File: config.mk
export PLATFORM = sky130hd
export DESIGN_NAME = abc_change_logger
export DESIGN_NICKNAME = d
export VERILOG_FILES = /design/src/rtl/abc_change_logger.sv
export SDC_FILE = /design/constraint.sdc
export NUM_CORES = 1
export LEC_CHECK = 0
export BUFFER_PORTS_ARGS = -buffer_cell sky130_fd_sc_hd__buf_4
export CAP_MARGIN = 30
export CORE_ASPECT_RATIO = 0.7
export CORE_MARGIN = 2
export CORE_UTILIZATION = 45
export CTS_BUF_LIST = sky130_fd_sc_hd__clkbuf_8
export CTS_CLUSTER_SIZE = 40
export DETAILED_ROUTE_END_ITERATION = 7
export GPL_ROUTABILITY_DRIVEN = 0
export SYNTH_ARGS = -nofsm -noshare
export SYNTH_HDL_FRONTEND = slang
export SYNTH_SLANG_ARGS = --single-unit
File: constraint.sdc
create_clock -name clk -period 3.5 [get_ports clk]
set_input_delay 1.05 -clock clk [delete_from_list [all_inputs] [get_ports clk]]
set_output_delay 1.05 -clock clk [all_outputs]
set_load 0.1 [all_outputs]
File: src/rtl/abc_change_logger.sv
// Change logger for the a/b/c observation bus: emits {ts, a, b, c, c_oe} records
// on the first sample and on every change, buffered in a show-ahead FIFO.
module abc_change_logger #(
  parameter int unsigned TS_W   = 16,
  parameter int unsigned DEPTH  = 8,
  parameter int unsigned DROP_W = 8
) (
  input  logic               clk,
  input  logic               rst_n,
  input  logic               en_i,
  input  logic               a_i,
  input  logic               b_i,
  input  logic               c_i,
  input  logic               c_oe_i,
  output logic               rec_valid_o,
  input  logic               rec_ready_i,
  output logic [TS_W+3:0]    rec_data_o,
  output logic               ovf_o,
  output logic [DROP_W-1:0]  drop_cnt_o,
  input  logic               clr_ovf_i
);

  localparam int unsigned AW = $clog2(DEPTH);
  localparam int unsigned RW = TS_W + 4;

  logic [TS_W-1:0] ts_q;
  logic [3:0]      s_q;
  logic            first_q;
  logic            en_q;
  logic [RW-1:0]   mem [DEPTH];
  logic [AW:0]     wr_ptr;
  logic [AW:0]     rd_ptr;

  logic [3:0] v;
  logic       empty;
  logic       full;
  logic       push;
  logic       pop;
  logic       wr_en;
  logic       drop;

  // c is stored as 0 while undriven, so activity on c_i during z is invisible
  assign v     = {a_i, b_i, c_i & c_oe_i, c_oe_i};
  assign push  = en_i & (first_q | ~en_q | (v != s_q));
  assign empty = (wr_ptr == rd_ptr);
  assign full  = (wr_ptr[AW-1:0] == rd_ptr[AW-1:0]) & (wr_ptr[AW] != rd_ptr[AW]);
  assign pop   = ~empty & rec_ready_i;
  assign wr_en = push & (~full | pop);
  assign drop  = push & full & ~pop;

  assign rec_valid_o = ~empty;
  assign rec_data_o  = empty ? '0 : mem[rd_ptr[AW-1:0]];

  always_ff @(posedge clk or negedge rst_n) begin
    if (!rst_n) begin
      ts_q    <= '0;
      s_q     <= '0;
      first_q <= 1'b1;
      en_q    <= 1'b0;
    end else begin
      ts_q <= ts_q + TS_W'(1);
      s_q  <= v;
      en_q <= en_i;
      if (en_i) first_q <= 1'b0;
    end
  end

  // Storage needs no reset: pointers alone define what is valid
  always_ff @(posedge clk) begin
    if (wr_en) mem[wr_ptr[AW-1:0]] <= {ts_q, v};
  end

  always_ff @(posedge clk or negedge rst_n) begin
    if (!rst_n) begin
      wr_ptr <= '0;
      rd_ptr <= '0;
    end else begin
      if (wr_en) wr_ptr <= wr_ptr + (AW+1)'(1);
      if (pop)   rd_ptr <= rd_ptr + (AW+1)'(1);
    end
  end

  // A drop on the clearing edge is kept so it is not silently lost
  always_ff @(posedge clk or negedge rst_n) begin
    if (!rst_n) begin
      ovf_o      <= 1'b0;
      drop_cnt_o <= '0;
    end else if (clr_ovf_i) begin
      ovf_o      <= drop;
      drop_cnt_o <= DROP_W'(drop);
    end else if (drop) begin
      ovf_o <= 1'b1;
      if (drop_cnt_o != '1) drop_cnt_o <= drop_cnt_o + DROP_W'(1);
    end
  end

endmodule

==> impl_metrics.yaml, run 1 <==
timing:
  setup_tns_ns: 0
  rsz0062_at_grt: "false"
  hold_ws_ns: 0.4854
  finalHoldViolCount: 0
  min_period_over_period_pct: 95.06
  slew_headroom_pct: 56.90
  period_needed_ns: 3.327
  slew_violations: 0
  setup-violations-final: 0
  max_freq_mhz: 300.6
  tightest_slew_ns: 0.6441
  fin_skew_ns: 0.01385
worst_setup_path:
  end_kind: "output pin"
  critPathKind: "reg2out"
  cp.buffers_inverters: 2
  worstPathArrival_ns: 2.28
  crit_family: "multiplexers"
  cp-start-kind: "flop"
  critPathMaxStageDelay_ns: 0.57
  critPathMaxFanout: 22
  cp_slowest_cell: "mux4_2"
  r2r_slack_ns: 0.79
  worstPathCellList: "buf_16, mux4_2, mux2i_1, nor2_1, buf_4"
  required_ns: 2.45
global_route:
  grt_usage_pct: 17.17
  grt_max_degree: 44
  grt_pass1_wl_um: 23350
  antenna_found_initial: 0
  grt-ovfl-total: 0
  grt_pass1_vias: 4050
clocking:
  cts_setup_buffers: 0
  root_buffer: "clkbuf_8"
  insertion_delay_ns: 0.47
  cts_buffers: 17
  clk_pin_slew_ns: 0.10
  htreeDepth: 4
  clk_path_buf_depth: 2
  clock-sinks: 199
  cts_tree: "done"
finish:
  area_growth_pct: 14.32
  final_core_util_pct: 52.71
  drive_gt1_share_pct: 29.49
  fin_nets: 495
  diodes: 0
synthesis:
  synth-seq-area-share_pct: 73.05
  syn_inst: 423
  syn_nets: 436
  ys_types: 44
  yosys_warnings: 0
  synth_ff_type: "edfxtp_1"
  syn_avg_cell_area_um2: 18.71
  yosys.area.top_type: "edfxtp_1"
  synth_area_leaders: "edfxtp_1 (61%), dfrtp_1 (12%), mux4_2 (11%), mux2i_1 (2.5%), xnor2_1 (2.1%)"
  synth_top_area_share_pct: 60.70
  syn_area_um2: 7915
  ys_ff_latch: 199
  async_flop_share_pct: 19.60
  synth_edf_count: 160
drt:
  drc: 0
  ant_nets: 0
  viasPerCell: 5.457
  drt-total-wl_um: 15120
  vias: 3962
  wire_per_inst_um: 20.82
  dr.first_iter.drc_count: 294
  drtPass1Iterations: 4
die:
  io_pins: 39
  fp-row-count: 40
  dieArea_um2: 18680
  die-width_um: 162.5
  start_util_pct: 46.11
  core_area_um2: 17170
  die_height_um: 115.0
outcome:
  status: "finished, final reports clean"
min_path:
  hold_path.class: "reg2reg"
placement:
  dp_hpwl_um: 8887
  port_buffers: 38
run:
  max_cap_viol_count: 0
==> sequential cells by signal (all words and copies together) (netlist names) <==
name	count
ovf_o	1
rd_ptr	4
en_q	1
mem	160
first_q	1
wr_ptr	4
s_q	4
drop_cnt_o	8
ts_q	16
==> placed cells by master, fill, tap and decap left out, drive strengths merged, types with 6 or more instances in the layout <==
| cell | instances |
|---|---|
| edfxtp | 160 |
| buf | 57 |
| mux4 | 40 |
| dfrtp | 38 |
| nor2 | 33 |
| mux2i | 20 |
| xnor2 | 19 |
| clkbuf | 18 |
| nand3 | 14 |
| inv | 13 |
| nand2 | 10 |
| xor2 | 8 |
| a21oi | 6 |
==> per-layer routing <==
layer	routed length, µm	GRT usage, %	share of wire [%]
met1	7218	24.74	48
met2	7165	26.67	47
met3	631	4.365	4.2
met4	102	4.248	0.67
met5	0	0	0
==> worst paths after layout <==
path	to	startpoint	depth (start not counted)
setup reg to reg	mem[0][17]	rd_ptr[0]	7
setup / recovery	rec_data_o[19]	rd_ptr[0]	5
max in group asynchronous	rd_ptr[0]	rst_n	1
hold reg to reg	first_q	first_q	1
hold / removal	first_q	first_q	1
min in group asynchronous	wr_ptr[0]	rst_n	1
==> cell type report <==
class                      count  area [µm²]
fill                        1375        8118
timing repair buffer          58       496.7
sequential                   199        5784
inverter                       5       18.77
tap                          231       289.0
clock inverter                15       162.7
multi-input combinational    201        2063
clock buffer                  17       234.0
==> cell families after synthesis <==
group,synth area share (%)
flip-flops,73.05
AND/OR/NAND/NOR,5.739
buffers and inverters,1.344
XOR/XNOR,2.988
multiplexers,14.20
adder cells (fa/ha/maj),0.6323
AO/OA/AOI/OAI,2.055
==> worst reg2reg max path: cells and delay by family (launching register included) <==
kind / cells / cell delay (ns)
buf+inv: 2 / 0.51
flops: 1 / 0.49
compound gates: 1 / 0.48
xor+xnor: 1 / 0.26
simple gates: 3 / 0.65
==> repair_timing <==
action,CTS,global route
hold buffers,0,0
cloned,0,1
resized for setup,1,2
pin swaps,0,0
setup endpoints to repair,8,1
==> synth_stat cells, drive strengths merged (3+ instances only) <==
library cell,n
edfxtp,160
mux4,40
dfrtp,38
nor2,33
mux2i,20
xnor2,19
nand3,14
buf,11
nand2,10
xor2,8
clkbuf,7
a21oi,6
inv,5
and3,4
ha,4
o211ai,4
or4,4
nand3b,3
nand4,3
nor3,3
o31ai,3
==> through the flow <==
stage	cell area (µm²)	worst slack (ns)	cells
detailed placement	8615	0.3224	693
finish	9049	0.1729	726
CTS	9012	0.06912	725
global route	9049	0.04742	726
floorplan	7925	-0.006138	423
global placement	8600	0.2331	692
Power of run 1 is not shown: default switching activity piles up to over one toggle a cycle in this logic, so the estimate is an artifact.
==> run 2, diff against run 1 <==
- CTS_BUF_LIST: sky130_fd_sc_hd__clkbuf_8 -> sky130_fd_sc_hd__clkbuf_4 sky130_fd_sc_hd__clkbuf_8
==> impl_metrics.yaml, run 2 (synthesis results as in run 1) <==
global_route:
  grt-ovfl-total: 0
  grt_pass1_wl_um: 23370
  grt_pass1_vias: 4051
  grt_max_degree: 44
  antenna_found_initial: 0
  grt_usage_pct: 17.20
drt:
  drt-total-wl_um: 15110
  vias: 3951
  wire_per_inst_um: 20.81
  dr.first_iter.drc_count: 301
  ant_nets: 0
  drtPass1Iterations: 4
  drc: 0
  viasPerCell: 5.442
timing:
  slew_headroom_pct: 56.93
  tightest_slew_ns: 0.6436
  slew_violations: 0
  fin_skew_ns: 0.01371
  period_needed_ns: 3.329
  setup-violations-final: 0
  fin_ws_ns: 0.1713
  finalHoldViolCount: 0
  rsz0062_at_grt: "false"
  max_freq_mhz: 300.4
  min_period_over_period_pct: 95.10
finish:
  fin_nets: 495
  layout_common_cells: "edfxtp_1 (160), buf_4 (53), mux4_2 (40), dfrtp_1 (36), nor2_1 (28)"
  layout_commonest_cell: "edfxtp_1"
  drive_gt1_share_pct: 29.70
  fin_cells: 726
  largest_register_ffs: 160
  diodes: 0
  final_core_util_pct: 52.73
  area_growth_pct: 14.37
worst_setup_path:
  cp-start-kind: "flop"
  worstPathArrival_ns: 2.28
  critPathMaxFanout: 22
  required_ns: 2.45
  r2r_slack_ns: 0.78
  end_kind: "output pin"
  critPathKind: "reg2out"
die:
  dieArea_um2: 18680
  die_height_um: 115.0
  die-width_um: 162.5
  io_pins: 39
  start_util_pct: 46.11
  fp-row-count: 40
  core_area_um2: 17170
clocking:
  clk_path_buf_depth: 2
  htreeDepth: 4
  root_buffer: "clkbuf_8"
  cts_buffers: 17
  clock-sinks: 199
  cts_tree: "done"
  clk_pin_slew_ns: 0.10
  insertion_delay_ns: 0.47
  ctsHoldBuffers: 0
  cts_setup_buffers: 0
placement:
  detailedPlace.worstSlack_ns: 0.3224
  placed_cells: 693
  dp_hpwl_um: 8887
  port_buffers: 38
outcome:
  status: "finished, final reports clean"
min_path:
  hold_path.class: "reg2reg"
run:
  max_cap_viol_count: 0
run 2: layout make-up:
type                            instances  area [µm²]
Sequential cell                       199        5784
Clock buffer                           18       241.5
Fill cell                            1378        8114
Clock inverter                         14       158.9
Tap cell                              231       289.0
Inverter                                5       18.77
Timing Repair Buffer                   58       496.7
Multi-Input combinational cell        201        2063
run 2: final timing paths:
check	startpoint	to	depth (start not counted)
max in group asynchronous	rst_n	rd_ptr[0]	1
max reg2reg	rd_ptr[0]	mem[0][17]	7
min reg2reg	first_q	first_q	1
min in group asynchronous	rst_n	wr_ptr[0]	1
min	first_q	first_q	1
max	rd_ptr[0]	rec_data_o[19]	5
run 2: timing repair:
item	in CTS	in global routing
endpoints found under the setup margin	8	1
resized for setup	1	2
cloned	0	1
run 2: metrics by stage:
step	setup TNS [ns]	hold WS (ns)	area, µm²
after floorplan	-0.1228	0.4588	7925
after global placement	0	0.4685	8600
after detailed placement	0	0.4697	8615
after CTS	0	0.4865	9016
after global routing	0	0.5023	9052
final	0	0.4855	9052
run 2: worst max-delay path, cell delays in order (launching register included):
cell	delay (ns)
dfrtp_2	0.49
buf_16	0.24
mux4_2	0.57
mux2i_1	0.18
nor2_1	0.07
buf_4	0.24
run 2: routing by layer:
layer	part of all wire, %	global-route usage [%]	wire, µm	vias to the layer above
li1	-	-	-	1779
met5	0	0	0	-
met3	4.2	4.365	641	8
met4	0.68	4.248	102	0
met2	48	26.70	7209	79
met1	47	24.78	7151	2085
Power of run 2 is left out for the same reason.
==> run 3, diff against run 2 <==
- clock period: 3.5 -> 3.3 ns (I/O delays scaled with it)
==> impl_metrics.yaml, run 3 (synthesis results as in run 1) <==
drt:
  drtPass1Iterations: 4
  vias: 3969
  drc: 0
  drt-total-wl_um: 15740
  viasPerCell: 5.415
  dr.first_iter.drc_count: 302
  wire_per_inst_um: 21.47
  ant_nets: 0
worst_setup_path:
  worstPathArrival_ns: 2.22
  critPathMaxStageDelay_ns: 0.50
  reg2reg_depth: 7
  end_kind: "output pin"
  critPathMaxFanout: 5
  cp_slowest_cell: "mux4_2"
  cp.buffers_inverters: 3
  cp-start-kind: "flop"
  rr_endpoint: "mem[1][10]"
  r2r_slack_ns: 0.63
  r2r_start: "wr_ptr[1]"
  required_ns: 2.31
  worstPathCellList: "clkbuf_4, buf_6, mux4_2, mux2i_1, nor2_1, buf_4"
  critPathKind: "reg2out"
  crit_family: "multiplexers"
  crit_start: "rd_ptr[0]"
finish:
  fin_nets: 502
  layout_common_cells: "edfxtp_1 (160), mux4_2 (40), buf_4 (38), dfrtp_1 (35), nor2_1 (28)"
  multi_input_area_um2: 2067
  design_area_um2: 9270
  regArea_um2: 5788
  diodes: 0
  drive_gt1_share_pct: 30.88
  fin_cells: 733
  fillers: 1368
  area_growth_pct: 17.12
  largest_register_ffs: 160
  layout_commonest_cell: "edfxtp_1"
clocking:
  clk_pin_slew_ns: 0.10
  htreeDepth: 4
  cts_buffers: 17
  clk_path_buf_depth: 2
  cts_tree: "done"
  clock-sinks: 199
  insertion_delay_ns: 0.46
  root_buffer: "clkbuf_8"
  ctsHoldBuffers: 0
global_route:
  grt_max_degree: 44
  grt_usage_pct: 17.77
  grt_pass1_wl_um: 24080
  grt-ovfl-total: 0
  grt_pass1_vias: 4198
  antenna_found_initial: 0
die:
  fp-row-count: 40
  die_height_um: 115.0
  io_pins: 39
  core_area_um2: 17170
  dieArea_um2: 18680
  start_util_pct: 46.11
  die-width_um: 162.5
placement:
  dpl-instance-area_um2: 8642
  port_buffers: 38
  dp_hpwl_um: 8853
  placed_cells: 691
run:
  max_cap_viol_count: 0
min_path:
  hold_path.class: "in2async"
timing:
  setup-violations-final: 0
  slew_headroom_pct: 53.79
  slew_violations: 0
  max_freq_mhz: 311.9
  period_needed_ns: 3.206
  min_period_over_period_pct: 97.15
  tightest_slew_ns: 0.6907
  finalHoldViolCount: 0
  fin_skew_ns: 0.008060
  setup_tns_ns: 0
outcome:
  status: "finished, final reports clean"
==> run 3: cell types whose count changed in the layout (fill, tap and decap cells not counted), sizes merged <==
cell,change
buf,+4
clkbuf,+3
clkinv,+3
inv,-4
bufinv,+1
==> run 3: routing by layer <==
layer	track usage (%)	share of wire [%]	vias up
met2	26.92	45	69
met3	4.509	5.1	9
li1	-	-	1800
met1	26.22	49	2091
met4	4.425	0.74	0
met5	0	0	-
==> run 3: worst max-delay path by stage <==
| stage | endpoint | slack (ns) | depth (start not counted) |
|---|---|---|---|
| 4_1_cts | rec_data_o[19] | 0.002 | 5 |
| 2_1_floorplan | rec_data_o[0] | -0.15 | 6 |
| 3_5_place_dp | mem[1][8] | 0.35 | 7 |
| 6_report | rec_data_o[18] | 0.09 | 6 |
| 3_3_place_gp | rec_data_o[4] | 0.44 | 6 |
| 5_1_grt | rec_data_o[18] | -0.002 | 6 |
==> run 3: layout make-up <==
cell class / count / share of cell area, %
inverters: 5 / 0.2025
well taps: 231 / 3.118
clock inverters: 14 / 1.620
multi-input cells: 201 / 22.30
clock buffers: 18 / 2.605
repair buffers: 65 / 7.720
flip-flops and latches: 199 / 62.44
==> run 3: stage by stage <==
stage | util (%) | hold slack, ns | setup slack, ns
final | 54.00 | 0.4869 | 0.09418
after global routing | 54.00 | 0.4982 | -0.001845
after CTS | 52.95 | 0.4855 | 0.002484
after detailed placement | 50.34 | 0.4718 | 0.3499
after global placement | 50.34 | 0.4718 | 0.4413
after floorplan | - | 0.4588 | -0.1461
==> run 3: what timing repair did <==
action / in CTS / in global routing
resized for setup: 7 / 13
gates cloned: 1 / 5
endpoints found under the hold margin: 0 / 0
setup endpoints to repair: 20 / 20
buffers inserted: 1 / 3
pin swaps: 1 / 1
Power of run 3 is left out for the same reason.
